===== src/rtl/div_unit.sv =====
// div_unit: iterative restoring divider for DIV/DIVU in the EX stage.
// Produces one quotient bit per clock; one divide in flight at a time.
//
// Ports:
//   clk, rst        clock (rising edge), synchronous active-high reset
//   signed_div_i    1 = signed divide (DIV), 0 = unsigned (DIVU)
//   opdata1_i       dividend, sampled together with start_i
//   opdata2_i       divisor, sampled together with start_i
//   start_i         request; held high by EX until ready_o is seen
//   annul_i         pipeline flush; aborts any operation and overrides start_i
//   result_o        {remainder, quotient}; zero whenever ready_o is low
//   dz_o            divide-by-zero flag (present only with DIV_ZERO_FLAG_EN)
//   ready_o         result valid; held while start_i stays high
//
// Build option: define DIV_ZERO_FLAG_EN to add the dz_o port.
module div_unit #(
    parameter int unsigned DW = 32
) (
    input  logic            clk,
    input  logic            rst,
    input  logic            signed_div_i,
    input  logic [DW-1:0]   opdata1_i,
    input  logic [DW-1:0]   opdata2_i,
    input  logic            start_i,
    input  logic            annul_i,
    output logic [2*DW-1:0] result_o,
`ifdef DIV_ZERO_FLAG_EN
    output logic            dz_o,
`endif
    output logic            ready_o
);

    localparam int unsigned CW = (DW > 1) ? $clog2(DW) : 1;

    typedef enum logic [1:0] {IDLE, DIVZ, BUSY, DONE} state_t;

    state_t          state_q, state_d;
    logic [CW-1:0]   cnt_q, cnt_d;
    logic [DW-1:0]   rem_q, rem_d;
    logic [DW-1:0]   dvd_q, dvd_d;
    logic [DW-1:0]   dvs_q, dvs_d;
    logic            sign1_q, sign1_d;
    logic            sign2_q, sign2_d;
    logic [2*DW-1:0] result_q, result_d;
    logic            ready_q, ready_d;
`ifdef DIV_ZERO_FLAG_EN
    logic            dz_q, dz_d;
`endif

    // Operand magnitudes; the most-negative value maps onto itself, which
    // is exactly its unsigned magnitude.
    logic            neg1_c, neg2_c;
    logic [DW-1:0]   abs1_c, abs2_c;
    assign neg1_c = signed_div_i & opdata1_i[DW-1];
    assign neg2_c = signed_div_i & opdata2_i[DW-1];
    assign abs1_c = neg1_c ? (~opdata1_i + DW'(1)) : opdata1_i;
    assign abs2_c = neg2_c ? (~opdata2_i + DW'(1)) : opdata2_i;

    // One restoring step; the shifted remainder needs DW+1 bits because
    // the divisor may use the full unsigned range.
    logic [DW:0]     rem_sh_c;
    logic            qbit_c;
    logic [DW-1:0]   rem_nx_c, quo_nx_c, rem_fix_c, quo_fix_c;
    assign rem_sh_c  = {rem_q, dvd_q[DW-1]};
    assign qbit_c    = (rem_sh_c >= {1'b0, dvs_q});
    assign rem_nx_c  = qbit_c ? (rem_sh_c[DW-1:0] - dvs_q) : rem_sh_c[DW-1:0];
    assign quo_nx_c  = {dvd_q[DW-2:0], qbit_c};
    assign quo_fix_c = (sign1_q ^ sign2_q) ? (~quo_nx_c + DW'(1)) : quo_nx_c;
    assign rem_fix_c = sign1_q ? (~rem_nx_c + DW'(1)) : rem_nx_c;

    // State register
    always_ff @(posedge clk) begin
        if (rst) state_q <= IDLE;
        else     state_q <= state_d;
    end

    // Next-state logic
    always_comb begin
        state_d = state_q;
        unique case (state_q)
            IDLE: if (start_i && !annul_i)
                      state_d = (opdata2_i == '0) ? DIVZ : BUSY;
            BUSY: if (annul_i)                     state_d = IDLE;
                  else if (cnt_q == CW'(DW - 1))   state_d = DONE;
            DIVZ: state_d = annul_i ? IDLE : DONE;
            DONE: if (annul_i || !start_i)         state_d = IDLE;
            default: state_d = IDLE;
        endcase
    end

    // Datapath and output next values
    always_comb begin
        cnt_d    = cnt_q;
        rem_d    = rem_q;
        dvd_d    = dvd_q;
        dvs_d    = dvs_q;
        sign1_d  = sign1_q;
        sign2_d  = sign2_q;
        result_d = result_q;
        ready_d  = ready_q;
`ifdef DIV_ZERO_FLAG_EN
        dz_d     = dz_q;
`endif
        unique case (state_q)
            IDLE: begin
                result_d = '0;
                ready_d  = 1'b0;
`ifdef DIV_ZERO_FLAG_EN
                dz_d     = 1'b0;
`endif
                if (start_i && !annul_i) begin
                    cnt_d   = '0;
                    rem_d   = '0;
                    dvd_d   = abs1_c;
                    dvs_d   = abs2_c;
                    sign1_d = neg1_c;
                    sign2_d = neg2_c;
                end
            end
            BUSY: begin
                if (!annul_i) begin
                    rem_d = rem_nx_c;
                    dvd_d = quo_nx_c;
                    cnt_d = cnt_q + CW'(1);
                    if (cnt_q == CW'(DW - 1)) begin
                        cnt_d    = '0;
                        result_d = {rem_fix_c, quo_fix_c};
                        ready_d  = 1'b1;
                    end
                end
            end
            DIVZ: begin
                if (!annul_i) begin
                    result_d = '0;
                    ready_d  = 1'b1;
`ifdef DIV_ZERO_FLAG_EN
                    dz_d     = 1'b1;
`endif
                end
            end
            DONE: begin
                if (annul_i || !start_i) begin
                    result_d = '0;
                    ready_d  = 1'b0;
`ifdef DIV_ZERO_FLAG_EN
                    dz_d     = 1'b0;
`endif
                end
            end
            default: ;
        endcase
    end

    // Datapath and output registers
    always_ff @(posedge clk) begin
        if (rst) begin
            cnt_q    <= '0;
            rem_q    <= '0;
            dvd_q    <= '0;
            dvs_q    <= '0;
            sign1_q  <= 1'b0;
            sign2_q  <= 1'b0;
            result_q <= '0;
            ready_q  <= 1'b0;
`ifdef DIV_ZERO_FLAG_EN
            dz_q     <= 1'b0;
`endif
        end else begin
            cnt_q    <= cnt_d;
            rem_q    <= rem_d;
            dvd_q    <= dvd_d;
            dvs_q    <= dvs_d;
            sign1_q  <= sign1_d;
            sign2_q  <= sign2_d;
            result_q <= result_d;
            ready_q  <= ready_d;
`ifdef DIV_ZERO_FLAG_EN
            dz_q     <= dz_d;
`endif
        end
    end

    assign result_o = result_q;
    assign ready_o  = ready_q;
`ifdef DIV_ZERO_FLAG_EN
    assign dz_o     = dz_q;
`endif

endmodule


===== config.mk =====
export PLATFORM = sky130hd
export DESIGN_NAME = div_unit
export DESIGN_NICKNAME = d
export VERILOG_FILES = /design/src/rtl/div_unit.sv
export SDC_FILE = /design/constraint.sdc
export NUM_CORES = 1
export LEC_CHECK = 0
export ABC_AREA = 1
export CORE_MARGIN = 2
export CORE_UTILIZATION = 63
export DETAILED_ROUTE_END_ITERATION = 8
export PLACE_DENSITY_LB_ADDON = 0.15
export SYNTH_ARGS = -nofsm -noshare
export SYNTH_HDL_FRONTEND = slang
export SYNTH_SLANG_ARGS = --single-unit

===== constraint.sdc =====
create_clock -name clk -period 7.4 [get_ports clk]
set_input_delay 2.22 -clock clk [delete_from_list [all_inputs] [get_ports clk]]
set_output_delay 2.22 -clock clk [all_outputs]
set_load 0.01 [all_outputs]

==> impl_metrics.csv <==
group,metric,value,unit
power_and_ir_drop,p_total,5340,µW
logic_synthesis,synth_cell_types,55,
die,pin_count,134,
sta,finalCritPeriodShare,75.6,%
sta,worst_pin_slew,1230,ps
sta,maxSlewViolCount,0,
placed_design,routabilityCongestion,0.978,
die,fp-row-count,51,
logic_synthesis,seq_area_frac_synth,26.9,%
power_and_ir_drop,power.net_switching,2780,µW
cts,post_cts_resized,0,
cts,cts_tree,"done",
cts,numCtsBuffers,17,
die,die_h,146,µm
global_routing,grtUsageTotal,36.3,%
finish,stdcell_area,14600,µm²
die,fp.dieW,146,µm
routing,antenna_left,0,
critical_path,cp.arrival,5940,ps
sta,finalSetupViolCount,0,
logic_synthesis,yosys-top-cells-count,"nand2_1, inv_1, a21oi_1",
routing,viasPerCell,5.84,
routing,wl_per_cell,16.3,µm
power_and_ir_drop,power.share.switching,52.0,%
die,initial_core_util,64.5,%
finish,utilization,74.4,%
sta,fin_worst_skew,13.3,ps
critical_path,cp-end-kind,"flop",
logic_synthesis,syn_area_per_cell,6.19,µm²
global_routing,first_global_vias,12600,
placed_design,placed_area,13900,µm²
power_and_ir_drop,p_clk_share,17.9,%
finish,nFillCells,1629,
placed_design,io_buffers,133,
routing,routed_wl,39100,µm
sta,hold_viol,0,
logic_synthesis,synth_edf_count,0,
sta,maxClockFrequency,179,MHz
finish,drive_above_1_share,6.47,%
cts,cts_root_buffer,"clkbuf_16",
cts,path_clk_slew,80,ps
flow_run,cap_viol_max_count,0,
power_and_ir_drop,internal-power,2560,µW
routing,drcViolationCount,0,
critical_path,cp.required,7740,ps
logic_synthesis,ys_ff_latch,170,
power_and_ir_drop,p_leak,0.00665,µW
cts,clock_latency,430,ps
placed_design,hpwl,29100,µm
die,core,19600,µm²
logic_synthesis,syn_inst,2040,
critical_path,cp_max_fo,44,
logic_synthesis,netlist.top_cell.by_area,"dfxtp_1",
logic_synthesis,yosysWarnings,0,
critical_path,cp-start-kind,"input port",
finish,diodes,0,
power_and_ir_drop,comb_power_share,59.2,%
cts,cts_buffer_depth,2,
global_routing,gr-total-overflow,0,
critical_path,criticalPathCategory,"input port to flop",
sta,fin_setup_tns,0,ps
die,dieArea,21200,µm²
power_and_ir_drop,p_per_area,366,nW/µm²
sta,relSlewSlack,18.0,%
power_and_ir_drop,max-vdd-ir-drop,573,µV
logic_synthesis,synth.top_cells.by_area,"dfxtp_1, nand2_1, a21oi_1, inv_1, nand3_1",
power_and_ir_drop,seqPwrFrac,22.9,%
logic_synthesis,synthFlopType,"dfxtp_1",
global_routing,grt_antenna_before_repair,0,
routing,vias,14000,
finish,syn_to_final_growth,15.3,%
finish,final_nets,2234,
cts,cts_hold_buffers,0,
global_routing,grt_start_max_net_pins,117,
routing,drt_iter0_drc,1496,
routing,firstDrtPassIters,6,
logic_synthesis,synth_top_area_share,26.9,%
status,status,"finished clean",
min_path,min_path_type,"flop to flop",
sta,rsz0062_at_grt,"no",
logic_synthesis,synth_nets,2153,
logic_synthesis,yosys.cell_count.top_type,"nand2_1",
sta,timing.final.crit_period,5600,ps
logic_synthesis,synth_area,12600,µm²
cts,htree_levels,4,
global_routing,grt_pass1_wl,63100,µm
logic_synthesis,async_flop_share,0,%
cts,cts_setup_buffers,0,
cts,cts.sinks,170,
[stage by stage]
step                      hold WS [ps]  setup slack, ps  instances
after floorplan                    435             3270       2040
after global placement             453             1670       2367
after detailed placement           455             1500       2367
after CTS                          467             1900       2399
after global routing               480             1400       2399
final                              466             1800       2399
[routing by layer]
metal	global-route usage, %	vias up	part of all wire [%]	wire length [µm]
met2	60.4	754	46	18000
met3	4.08	95	9.0	3500
li1	-	6781	-	-
met1	49.9	6383	42	16500
met4	10.5	0	2.7	1050
met5	0	-	0	0
[cell type report]
| cell class | count | area [µm²] | area share, % |
|---|---|---|---|
| Inverter | 261 | 980 | 6.72 |
| Sequential cell | 170 | 3400 | 23.4 |
| Clock inverter | 15 | 213 | 1.46 |
| Clock buffer | 17 | 425 | 2.92 |
| Tap cell | 265 | 332 | 2.28 |
| Timing Repair Buffer | 140 | 1380 | 9.48 |
| Multi-Input combinational cell | 1531 | 7840 | 53.8 |
[registers in the layout, indices dropped and copies added, names as in the netlist]
register  flops
cnt_q         5
dvd_q        32
dvs_q        32
ready_o       1
rem_q        32
result_o     64
sign1_q       1
sign2_q       1
state_q       2
[critical path, stage by stage]
cell             delay (ps)
clkdlybuf4s50_1         460
inv_1                   130
nand2_1                 100
nor2_2                   90
buf_4                   360
clkinv_1                110
buf_4                   230
o21ai_0                 180
nand2_2                 100
inv_1                   630
nand2_1                 160
inv_1                   800
nand2_1                 160
a21oi_1                 170
[power by group through the flow]
stage | clock network [µW] | registers, µW | logic [µW]
after global routing | 990 | 1240 | 3510
after floorplan | 0 | 1200 | 2300
after detailed placement | 0 | 1230 | 3040
after CTS | 955 | 1210 | 3080
final | 954 | 1220 | 3160
after global placement | 0 | 1220 | 2980
[cell families (layout without fill, tap and decap cells)]
logic type	Yosys count	in the layout	share of synthesized area [%]
fa+ha+maj	44	44	4.42
simple gates	1023	1023	35.5
buf+inv	339	433	11.1
flops	170	170	26.9
compound gates	401	401	17.7
xor+xnor	63	63	4.37
[cells in the final DEF (no fill, tap or decap), drive strengths merged, types with 10 or more instances in the layout]
cell | Yosys | layout
a21boi | 13 | 13
a21oi | 211 | 211
inv | 258 | 266
nor2 | 176 | 176
nand3 | 142 | 142
xnor2 | 20 | 20
clkdlybuf4s50 | 0 | 132
nand2 | 612 | 612
o211ai | 29 | 29
nand4 | 21 | 21
xor2 | 43 | 43
clkbuf | 55 | 17
dfxtp | 170 | 170
o21ai | 117 | 117
ha | 43 | 43
nand3b | 10 | 10
or2 | 20 | 20
nor3 | 30 | 30
[worst paths after layout]
| path | startpoint | to | slack (ps) | cells after the start |
|---|---|---|---|---|
| worst min-delay path | result_o[26] | result_o[26] | 470 | 2 |
| worst max-delay path | annul_i | rem_q[5] | 1800 | 14 |
| worst max register to register | dvs_q[28] | result_o[30] | 2030 | 25 |
| worst min register to register | result_o[26] | result_o[26] | 470 | 2 |
Power figures use the tool's default switching activity.
